`src/rtl/avl_pkt_pkg.sv`:
```
// Shared definitions for the Avalon-ST sensor packetizer: FSM encoding,
// header word indices and trailer flag layout.
package avl_pkt_pkg;

    typedef enum logic [5:0] {
        IDLE       = 6'b000001,
        HDR_TYPE   = 6'b000010,
        HDR_CNT_HI = 6'b000100,
        HDR_CNT_LO = 6'b001000,
        PAYLOAD    = 6'b010000,
        TRAILER    = 6'b100000
    } pkt_state_e;

    localparam int HDR_IDX_TYPE   = 0;
    localparam int HDR_IDX_CNT_HI = 1;
    localparam int HDR_IDX_CNT_LO = 2;

    localparam int TRL_OVF_BIT   = 0;
    localparam int TRL_TRUNC_BIT = 1;

    function automatic logic [1:0] trailer_flags(input logic ovf, input logic trunc);
        logic [1:0] f;
        f                = '0;
        f[TRL_OVF_BIT]   = ovf;
        f[TRL_TRUNC_BIT] = trunc;
        return f;
    endfunction

endpackage

```
`src/rtl/sync_fifo.sv`:
```
// Single-clock FIFO with show-ahead head and second-entry peek, flush and
// occupancy count. DEPTH must be a power of two.
module sync_fifo #(
    parameter int WIDTH = 16,
    parameter int DEPTH = 16
) (
    input  logic                     clk,
    input  logic                     reset_n_i,
    input  logic                     flush_i,
    input  logic                     wr_en_i,
    input  logic [WIDTH-1:0]         wr_data_i,
    input  logic                     rd_en_i,
    output logic [WIDTH-1:0]         head_o,
    output logic [WIDTH-1:0]         next_o,
    output logic                     full_o,
    output logic                     empty_o,
    output logic [$clog2(DEPTH):0]   count_o
);

    localparam int AW = $clog2(DEPTH);
    localparam logic [AW:0] FULL_COUNT = (AW + 1)'(DEPTH);

    logic [WIDTH-1:0] mem_q [DEPTH];
    logic [AW-1:0]    wr_ptr_q;
    logic [AW-1:0]    rd_ptr_q;
    logic [AW:0]      count_q;
    logic [AW:0]      count_d;
    logic             do_wr;
    logic             do_rd;

    assign full_o  = (count_q == FULL_COUNT);
    assign empty_o = (count_q == '0);
    assign count_o = count_q;
    assign head_o  = mem_q[rd_ptr_q];
    assign next_o  = mem_q[rd_ptr_q + AW'(1)];

    // A write into a full FIFO is legal when a read frees a slot in the same cycle.
    assign do_rd   = rd_en_i & ~empty_o & ~flush_i;
    assign do_wr   = wr_en_i & ~flush_i & (~full_o | do_rd);
    assign count_d = count_q + (AW + 1)'(do_wr) - (AW + 1)'(do_rd);

    always_ff @(posedge clk) begin
        if (!reset_n_i || flush_i) begin
            wr_ptr_q <= '0;
            rd_ptr_q <= '0;
            count_q  <= '0;
        end else begin
            if (do_wr) begin
                wr_ptr_q <= wr_ptr_q + AW'(1);
            end
            if (do_rd) begin
                rd_ptr_q <= rd_ptr_q + AW'(1);
            end
            count_q <= count_d;
        end
    end

    always_ff @(posedge clk) begin
        if (do_wr) begin
            mem_q[wr_ptr_q] <= wr_data_i;
        end
    end

endmodule

```
`src/rtl/avl_packetizer.sv`:
```
// Buffers raw ADC samples and frames them into Avalon-ST packets:
// type, count hi, count lo, PAYLOAD_LEN samples, then an error trailer.
module avl_packetizer
    import avl_pkt_pkg::*;
#(
    parameter int                    DATA_WIDTH  = 16,
    parameter int                    PAYLOAD_LEN = 64,
    parameter int                    FIFO_DEPTH  = 16,
    parameter logic [DATA_WIDTH-1:0] SENSOR_TYPE = DATA_WIDTH'(16'h0001)
) (
    input  logic                  clk,
    input  logic                  reset_n,
    input  logic                  enable,
    input  logic                  sample_valid,
    input  logic [DATA_WIDTH-1:0] sample_data,
    input  logic                  data_output_ready,
    output logic                  data_output_valid,
    output logic                  data_output_startofpacket,
    output logic                  data_output_endofpacket,
    output logic [DATA_WIDTH-1:0] data_output_data,
    output logic [31:0]           scan_count
);

    localparam int          CW        = $clog2(FIFO_DEPTH) + 1;
    localparam logic [15:0] LAST_BEAT = 16'(PAYLOAD_LEN - 1);

    pkt_state_e            state_q;
    logic                  valid_q;
    logic                  sop_q;
    logic                  eop_q;
    logic [DATA_WIDTH-1:0] data_q;
    logic                  ovf_q;
    logic                  trunc_q;
    logic [31:0]           scan_count_q;
    logic [31:0]           cnt_latch_q;
    logic [15:0]           beat_cnt_q;

    logic [DATA_WIDTH-1:0] fifo_head;
    logic [DATA_WIDTH-1:0] fifo_next;
    logic                  fifo_full;
    logic                  fifo_empty;
    logic [CW-1:0]         fifo_count;

    logic                  accept;
    logic                  pop;
    logic                  stop;
    logic                  in_pkt;
    logic                  ovf_evt;
    logic                  trunc_now;
    logic [DATA_WIDTH-1:0] pl_word;
    logic                  pl_avail;
    logic [DATA_WIDTH-1:0] trl_word_d;

    function automatic logic [DATA_WIDTH-1:0] hdr_word(input int idx, input logic [31:0] cnt);
        logic [DATA_WIDTH-1:0] w;
        case (idx)
            HDR_IDX_TYPE:   w = SENSOR_TYPE;
            HDR_IDX_CNT_HI: w = DATA_WIDTH'(cnt[31:16]);
            HDR_IDX_CNT_LO: w = DATA_WIDTH'(cnt[15:0]);
            default:        w = '0;
        endcase
        return w;
    endfunction

    sync_fifo #(
        .WIDTH (DATA_WIDTH),
        .DEPTH (FIFO_DEPTH)
    ) u_fifo (
        .clk       (clk),
        .reset_n_i (reset_n),
        .flush_i   (~enable),
        .wr_en_i   (sample_valid & enable),
        .wr_data_i (sample_data),
        .rd_en_i   (pop),
        .head_o    (fifo_head),
        .next_o    (fifo_next),
        .full_o    (fifo_full),
        .empty_o   (fifo_empty),
        .count_o   (fifo_count)
    );

    assign accept    = valid_q & data_output_ready;
    assign pop       = accept & (state_q == PAYLOAD);
    assign stop      = trunc_q | ~enable;
    assign in_pkt    = state_q inside {HDR_TYPE, HDR_CNT_HI, HDR_CNT_LO, PAYLOAD};
    assign ovf_evt   = sample_valid & enable & fifo_full & ~pop;
    assign trunc_now = trunc_q | (in_pkt & ~enable);

    // The sample in the output register is still the FIFO head until it is
    // accepted, so on an accepted beat the following word is the second entry.
    assign pl_word  = pop ? fifo_next : fifo_head;
    assign pl_avail = pop ? (fifo_count > CW'(1)) : ~fifo_empty;

    always_comb begin
        trl_word_d      = '0;
        trl_word_d[1:0] = trailer_flags(ovf_q | ovf_evt, trunc_now);
    end

    always_ff @(posedge clk) begin
        if (!reset_n) begin
            state_q      <= IDLE;
            valid_q      <= 1'b0;
            sop_q        <= 1'b0;
            eop_q        <= 1'b0;
            data_q       <= '0;
            ovf_q        <= 1'b0;
            trunc_q      <= 1'b0;
            scan_count_q <= '0;
            cnt_latch_q  <= '0;
            beat_cnt_q   <= '0;
        end else begin
            ovf_q <= ovf_q | ovf_evt;
            if (in_pkt && !enable) begin
                trunc_q <= 1'b1;
            end
            case (state_q)
                IDLE: begin
                    if (enable && !fifo_empty) begin
                        state_q     <= HDR_TYPE;
                        valid_q     <= 1'b1;
                        sop_q       <= 1'b1;
                        data_q      <= hdr_word(HDR_IDX_TYPE, scan_count_q);
                        cnt_latch_q <= scan_count_q;
                    end
                end
                HDR_TYPE: begin
                    if (accept) begin
                        sop_q <= 1'b0;
                        if (stop) begin
                            state_q <= TRAILER;
                            eop_q   <= 1'b1;
                            data_q  <= trl_word_d;
                        end else begin
                            state_q <= HDR_CNT_HI;
                            data_q  <= hdr_word(HDR_IDX_CNT_HI, cnt_latch_q);
                        end
                    end
                end
                HDR_CNT_HI: begin
                    if (accept) begin
                        if (stop) begin
                            state_q <= TRAILER;
                            eop_q   <= 1'b1;
                            data_q  <= trl_word_d;
                        end else begin
                            state_q <= HDR_CNT_LO;
                            data_q  <= hdr_word(HDR_IDX_CNT_LO, cnt_latch_q);
                        end
                    end
                end
                HDR_CNT_LO: begin
                    if (accept) begin
                        if (stop) begin
                            state_q <= TRAILER;
                            eop_q   <= 1'b1;
                            data_q  <= trl_word_d;
                        end else begin
                            state_q    <= PAYLOAD;
                            beat_cnt_q <= '0;
                            valid_q    <= pl_avail;
                            data_q     <= pl_word;
                        end
                    end
                end
                PAYLOAD: begin
                    if (accept) begin
                        if (stop || beat_cnt_q == LAST_BEAT) begin
                            state_q <= TRAILER;
                            valid_q <= 1'b1;
                            eop_q   <= 1'b1;
                            data_q  <= trl_word_d;
                        end else begin
                            beat_cnt_q <= beat_cnt_q + 16'd1;
                            valid_q    <= pl_avail;
                            data_q     <= pl_word;
                        end
                    end else if (!valid_q) begin
                        if (stop) begin
                            state_q <= TRAILER;
                            valid_q <= 1'b1;
                            eop_q   <= 1'b1;
                            data_q  <= trl_word_d;
                        end else if (pl_avail) begin
                            valid_q <= 1'b1;
                            data_q  <= pl_word;
                        end
                    end
                end
                TRAILER: begin
                    if (accept) begin
                        state_q      <= IDLE;
                        valid_q      <= 1'b0;
                        eop_q        <= 1'b0;
                        data_q       <= '0;
                        scan_count_q <= scan_count_q + 32'd1;
                        trunc_q      <= 1'b0;
                        // Keep an overflow the frozen trailer word did not report.
                        ovf_q        <= ovf_evt | (ovf_q & ~data_q[TRL_OVF_BIT]);
                    end
                end
                default: begin
                    state_q <= IDLE;
                    valid_q <= 1'b0;
                    sop_q   <= 1'b0;
                    eop_q   <= 1'b0;
                end
            endcase
        end
    end

    assign data_output_valid         = valid_q;
    assign data_output_startofpacket = sop_q;
    assign data_output_endofpacket   = eop_q;
    assign data_output_data          = data_q;
    assign scan_count                = scan_count_q;

endmodule
```
`config.mk`:
```
export PLATFORM = sky130hd
export DESIGN_NAME = avl_packetizer
export DESIGN_NICKNAME = d
export VERILOG_FILES = /design/src/rtl/avl_pkt_pkg.sv /design/src/rtl/sync_fifo.sv /design/src/rtl/avl_packetizer.sv
export SDC_FILE = /design/constraint.sdc
export NUM_CORES = 1
export LEC_CHECK = 0
export BUFFER_PORTS_ARGS = -buffer_cell sky130_fd_sc_hd__buf_4
export CAP_MARGIN = 20
export CORE_AREA = 4 4 189 191
export DETAILED_ROUTE_END_ITERATION = 8
export DIE_AREA = 0 0 193 195
export PLACE_DENSITY_LB_ADDON = 0.12
export SETUP_SLACK_MARGIN = 0.15
export SYNTH_ARGS = -nofsm -noshare
export SYNTH_HDL_FRONTEND = slang
export SYNTH_SLANG_ARGS = --single-unit
```
`constraint.sdc`:
```
create_clock -name clk -period 4.11 [get_ports clk]
set_input_delay 0.2055 -clock clk [delete_from_list [all_inputs] [get_ports clk]]
set_output_delay 0.2055 -clock clk [all_outputs]
set_load 0.02 [all_outputs]
```
== Word-level counts from Yosys, hierarchy flattened ==
Memories as Yosys holds them, arrays and structs flattened. A register that Yosys moved wholly into a read port is not among the register bits.
Cells that the tools add are included.
Word-level totals
  logic and storage cells: 148
  input bits: 21
  memories: 1
  latch bits: 0
  output and inout port bits: 51
  memory bits (read-only): 0
  RAM bits: 256
  bits in registers: 120
Memories
  u_fifo.mem_q: words 16, width 16, rd ports 2, clocked after memory_dff 1, wr ports 1, line sync_fifo.sv:23  | logic [WIDTH-1:0] mem_q [DEPTH];
Cells by class
  bitwise gates (word level): 24
  $add $sub $neg: 6
  shift-type cells: 0
  magnitude comparators: 1
  reduce and logical (&&, ||, !) cells: 22
  muxes and demuxes: 60
  divide/modulo/power cells: 0
  eq/ne operators: 21
  multipliers: 0
Operator list (count)
  16-bit 2-to-1 mux: 18
  16-bit one-hot mux with 6 select lines: 1
  6-bit 2-to-1 mux: 12
  6-bit one-hot mux with 6 select lines: 1
  32-bit by 1-bit adder with 32-bit output, second input constant: 1
  16-bit one-hot mux with 2 select lines: 1
  1-bit 2-to-1 mux: 22
  16-bit by 1-bit adder with 16-bit output, second input constant: 1
  16-bit by 6-bit equality test with 1-bit output, second input constant: 1
  2-bit != test, second input constant: 8
  8-bit AND reduction: 2
  5-bit AND reduction: 3
  1-bit bitwise AND: 11
  4-bit by 1-bit adder with 4-bit output, second input constant: 2
  4-bit 2-to-1 mux: 2
  1-bit inverter: 8
  6-bit by 1-bit equality test with 1-bit output, second input constant: 1
  6-bit by 2-bit equality test with 1-bit output, second input constant: 1
  6-bit by 3-bit equality test with 1-bit output, second input constant: 1
  6-bit by 4-bit equality test with 1-bit output, second input constant: 1
  6-bit by 5-bit equality test with 1-bit output, second input constant: 1
  6-bit equality test, second input constant: 1
  3-bit != test, second input constant: 2
  6-bit nonzero test: 1
  22 further kinds: 31

== Logic depth before layout (Yosys ltp) ==
  word-level depth: 9
  depth in mapped cells: 16
  depth with buffers taken out: 15

== Hierarchy ==
From an unflattened synthesis, not the netlist that was laid out.
Second synthesis, totals
  cells, all modules: 1255
  area total of the unflattened synthesis: 18167.4 um^2
By module, submodules not included
  sync_fifo: area an instance 12771.0 um^2, sequential area each 8027.7 um^2, instances 1, cells an instance 655
  avl_packetizer: area an instance 5396.4 um^2, sequential area each 2142.1 um^2, instances 1, cells an instance 600

== Worst setup path after synthesis ==
Ideal clock, no wire load.
  kind: flip-flop to flip-flop
  from: register state_q[1]
  to: memory u_fifo.mem_q[3][0] (enable)
  path slack: 0.840 ns
  path buffers: 2
  period minus slack after synthesis: 3.270 ns
  cell stages (with the launch flop): 8
  arrival: 2.861 ns
  data required time: 3.701 ns
  path through: dfxtp_1 -> buf_2 -> nor4_2 -> nand3_1 -> buf_2 -> a21oi_2 -> nand2_1 -> nor3_1
Between the ends
  word-level cells in the longest chain between the ends: 8
Ends and longest elaborated chain
  start: declaration: line avl_packetizer.sv:27  | pkt_state_e state_q;
  start signal: assignment: line avl_packetizer.sv:101  | state_q <= IDLE;
  start signal: assignment: line avl_packetizer.sv:119  | state_q <= HDR_TYPE;
  start signal: assignment: line avl_packetizer.sv:130  | state_q <= TRAILER;
  6-bit by 5-bit equality test with 1-bit output: line avl_packetizer.sv:83  | assign pop = accept & (state_q == PAYLOAD);
  1-bit bitwise AND: line avl_packetizer.sv:83
  1-bit bitwise AND (2 in a row): line sync_fifo.sv:38  | assign do_rd = rd_en_i & ~empty_o & ~flush_i;
  1-bit bitwise OR: line sync_fifo.sv:39  | assign do_wr = wr_en_i & ~flush_i & (~full_o | do_rd);
  1-bit bitwise AND: line sync_fifo.sv:39
  1-bit 2-to-1 mux: line sync_fifo.sv:59  | if (do_wr) begin
  1-bit 2-to-1 mux (implied by the code): line sync_fifo.sv:60  | mem_q[wr_ptr_q] <= wr_data_i;
  end: declaration: line sync_fifo.sv:23
Every way passes these cells.

== Final worst setup path ==
  from: register u_fifo.rd_ptr_q[0]
  to: register data_q[10], in the netlist data_output_data[10]
Between the ends
  word-level cells in the longest chain between the ends: 8
Ends and longest elaborated chain
  start: declaration: line sync_fifo.sv:25  | logic [AW-1:0] rd_ptr_q;
  start signal: assignment: line sync_fifo.sv:52  | rd_ptr_q <= rd_ptr_q + AW'(1);
  4-bit by 1-bit adder with 4-bit output *: line sync_fifo.sv:35  | assign next_o = mem_q[rd_ptr_q + AW'(1)];
  memory read 16 x 16 bit *
  16-bit 2-to-1 mux *: line avl_packetizer.sv:91  | assign pl_word = pop ? fifo_next : fifo_head;
  16-bit 2-to-1 mux: line avl_packetizer.sv:183  | end else if (pl_avail) begin
  16-bit 2-to-1 mux: line avl_packetizer.sv:178  | if (stop) begin
  16-bit 2-to-1 mux: line avl_packetizer.sv:177  | end else if (!valid_q) begin
  16-bit 2-to-1 mux: line avl_packetizer.sv:166  | if (accept) begin
  16-bit one-hot mux with 6 select lines *: line avl_packetizer.sv:116  | case (state_q)
  end signal: assignment: line avl_packetizer.sv:122  | data_q <= hdr_word(HDR_IDX_TYPE, scan_count_q);
  end signal: assignment: line avl_packetizer.sv:171  | data_q <= trl_word_d;
  end signal: assignment: line avl_packetizer.sv:182  | data_q <= trl_word_d;
  end: declaration: line avl_packetizer.sv:31  | logic [DATA_WIDTH-1:0] data_q;
Mark *: on every way between the ends. The rest lies on a longest branch, timed or not. The select of a mux whose other input is x is not followed.
A chain may end at the register's enable or synchronous reset.

==> flow_summary.yaml <==
floorplanning:
  ioPinCount: 72
  rows: 68
  die_h_um: 195
  die_area_um2: 37640
  start_util_pct: 52.13
  die_x_um: 193
  core_um2: 34120
sta:
  tns_ns: 0
  rsz0062_at_grt: "false"
  setup-violations-final: 0
  fin_worst_skew_ns: 0.02300
  max_freq_mhz: 301.0
  tightest_slew_ns: 0.9291
  fin_crit_sh_pct: 80.84
  maxSlewViolCount: 0
  final_hold_viol_count: 0
  finalCriticalPeriod_ns: 3.323
  relSlewSlack_pct: 38.06
run:
  cap_violations: 0
clock_network:
  cts_buffers: 42
  clockBufferDepth: 3
  postCtsResizedCells: 0
  cts.sinks: 380
  cts_tree: "done"
  clk_pin_slew_ns: 0.06
  root_buffer: "clkbuf_16"
  insertion_delay_ns: 0.55
  htreeDepth: 2
logic_synthesis:
  synth.most_common_cell: "edfxtp_1"
  syn-instance-count: 1221
  synthesis.area_per_instance_um2: 14.57
  synth_area_leader_cell: "edfxtp_1"
  netlist.area_leader.share_pct: 43.22
  synth_top_flop_cell: "edfxtp_1"
  synth-seq-cells: 380
  synthesis.nets: 1258
  yosys-top-cells-count: "edfxtp_1 (256), mux4_2 (155), dfxtp_1 (124)"
  yosysWarnings: 0
  async_flop_share_pct: 0
  ys_top_cells_by_area: "edfxtp_1 (43%), mux4_2 (20%), dfxtp_1 (14%)"
  synth_cell_types: 76
  seq_area_frac_synth_pct: 57.18
  syn-cell-area_um2: 17780
  synth-edff-count: 256
worst_setup_path:
  start_kind: "flip-flop"
  r2r_setup_slack_ns: 0.79
  critPathMaxFanout: 46
  endpoint_kind: "flip-flop"
  reg2regPathDepth: 7
  required_ns: 4.51
  r2r_start: "u_fifo.rd_ptr_q[0]$_SDFFE_PP0P_"
  worst-setup-path-type: "reg -> reg"
  timing.rr.end: "data_output_data[10]$_SDFFE_PN0P_"
  arrival_ns: 3.72
drt:
  final_antenna_net_count: 0
  wl_met2_mm: 22.39
  route.vias.total: 11250
  viasPerCell: 6.221
  dr.pass1.iters: 5
  routed.top_layer: "met4"
  met1_length_mm: 17.99
  drtIter0Drc: 948
  wl_mm: 44.12
  wl_per_cell_um: 24.40
  drcViolationCount: 0
  wl_met3_mm: 2.760
placement:
  port-buffer-count: 71
  dp_hpwl_mm: 29.07
  placement.cell_area_um2: 19000
  place.gp.congestion: 0.8587
  post-place-cells: 1710
run_status:
  status: "completed"
grt:
  antenna_found_initial: 0
  track_usage_pct: 23.61
  grt_pass1_vias: 11260
  grt_first_pass_wirelength_mm: 67.89
  grt_max_degree: 48
  grt_overflow: 0
min_path:
  min_path_type: "in -> reg"
  whs_path_depth: 5
  min_to: "data_output_valid$_SDFFE_PN0P_"
  hp-start: "data_output_ready"
final_layout:
  final_cell_count_no_fill: 1808
  drive_gt1_share_pct: 29.42
  area_delta_synth_final_pct: 15.48
  fill_cells: 2621
  finalInstanceArea_um2: 20540
  fin_nets: 1356
  insertedDiodeCount: 0
power:
  power.density_nw_per_um2: 387.4
  max-vdd-ir-drop_v: 0.0004075
  leakage_nw: 6.521
## kinds of logic (layout without fill, tap and decap cells)
group / count (synthesis) / count (layout) / share of synthesized area (%)
multiplexers: 179 / 179 / 20.98
flip-flops: 380 / 380 / 57.18
AND/OR/NAND/NOR: 335 / 335 / 9.364
XOR/XNOR: 44 / 44 / 2.167
buffers and inverters: 103 / 235 / 2.512
adder cells (fa/ha/maj): 16 / 16 / 1.168
AO/OA/AOI/OAI: 164 / 164 / 6.627
## how the worst max path moves through the flow
| stage | startpoint | endpoint | slack [ns] | depth (start not counted) |
|---|---|---|---|---|
| global route | state_q[1]$_SDFFE_PN0P_ | u_fifo.count_o[4]$_SDFF_PP0_ | 0.66 | 14 |
| CTS | u_fifo.rd_ptr_q[0]$_SDFFE_PP0P_ | data_output_data[10]$_SDFFE_PN0P_ | 0.77 | 7 |
| global placement | u_fifo.rd_ptr_q[0]$_SDFFE_PP0P_ | data_output_data[10]$_SDFFE_PN0P_ | 0.86 | 7 |
| floorplan | state_q[1]$_SDFFE_PN0P_ | u_fifo.mem_q[3][0]$_DFFE_PP_ | 0.84 | 7 |
| finish | u_fifo.rd_ptr_q[0]$_SDFFE_PP0P_ | data_output_data[10]$_SDFFE_PN0P_ | 0.79 | 7 |
| detailed placement | u_fifo.rd_ptr_q[0]$_SDFFE_PP0P_ | data_output_data[10]$_SDFFE_PN0P_ | 0.85 | 7 |
## stage by stage
step,worst slack (ns),hold slack (ns),power [mW],utilization (%)
6_report,0.7874,0.2764,7.956,60.20
5_1_grt,0.6610,0.2854,8.212,60.20
4_1_cts,0.7712,0.2504,8.028,60.20
3_5_place_dp,0.8452,0.4473,4.426,55.68
3_3_place_gp,0.8587,0.4410,4.425,55.68
2_1_floorplan,0.8401,0.3044,4.327,-
## sequential cells by signal, indices dropped and copies added (netlist names), 4 cells and up, named ones only
| name | cells |
|---|---|
| u_fifo.rd_ptr_q | 4 |
| state_q | 6 |
| scan_count | 32 |
| beat_cnt_q | 16 |
| data_output_data | 16 |
| u_fifo.count_o | 5 |
| u_fifo.wr_ptr_q | 4 |
| u_fifo.mem_q | 256 |
| cnt_latch_q | 32 |
## report_power, final
| part | switching [mW] | total (mW) | internal, mW |
|---|---|---|---|
| Combinational | 0.160 | 0.250 | 0.0903 |
| Clock | 1.51 | 3.60 | 2.08 |
| Sequential | 0.0177 | 4.11 | 4.09 |
| Total | 1.69 | 7.96 | 6.26 |
## final cells by class
class | instances | area (um^2) | share of cell area (%)
clock inverters | 26 | 175.2 | 0.8529
inverters | 23 | 86.33 | 0.4204
well taps | 455 | 569.3 | 2.772
multi-input cells | 738 | 7259 | 35.35
clock buffers | 52 | 1165 | 5.672
repair buffers | 134 | 1106 | 5.386
flip-flops and latches | 380 | 10180 | 49.55
## worst max-delay path, stage by stage (launching register included)
cell     delay, ns
dfxtp_2       0.36
buf_4         0.55
nand3_1       0.28
xor2_2        0.75
buf_4         0.38
mux4_2        0.34
mux2i_1       0.37
o22ai_2       0.11
## cells in the final DEF (no fill, tap or decap), types with 7 or more instances in the layout
cell type	n
edfxtp_1	256
mux4_2	155
dfxtp_1	121
buf_4	110
nand2_1	106
nor2_1	66
a21oi_1	57
clkbuf_16	44
nand3_1	27
xnor2_1	25
o21ai_0	24
mux2i_1	24
inv_1	22
nor3_1	21
dlygate4sd3_1	20
xor2_1	17
nor2_2	16
or3_1	15
a22o_1	14
ha_1	14
clkinv_2	12
nand4_1	11
nor4_1	11
nand2b_1	9
a22oi_1	9
o22ai_2	9
a22oi_2	9
o22ai_1	8
clkinv_1	8
and3_1	7
## layer usage
layer | track usage, % | vias up
li1 | - | 5011
met1 | 32.52 | 5755
met2 | 39.90 | 420
met3 | 3.450 | 62
met4 | 6.084 | 0
met5 | 0 | -
## timing repair
action / in CTS / in global routing
buffers inserted: 0 / 0
hold buffers: 20 / 0
hold endpoints to repair: 259 / 0
endpoints found under the setup margin: 0 / 0
(Power assumes the default switching activity.)
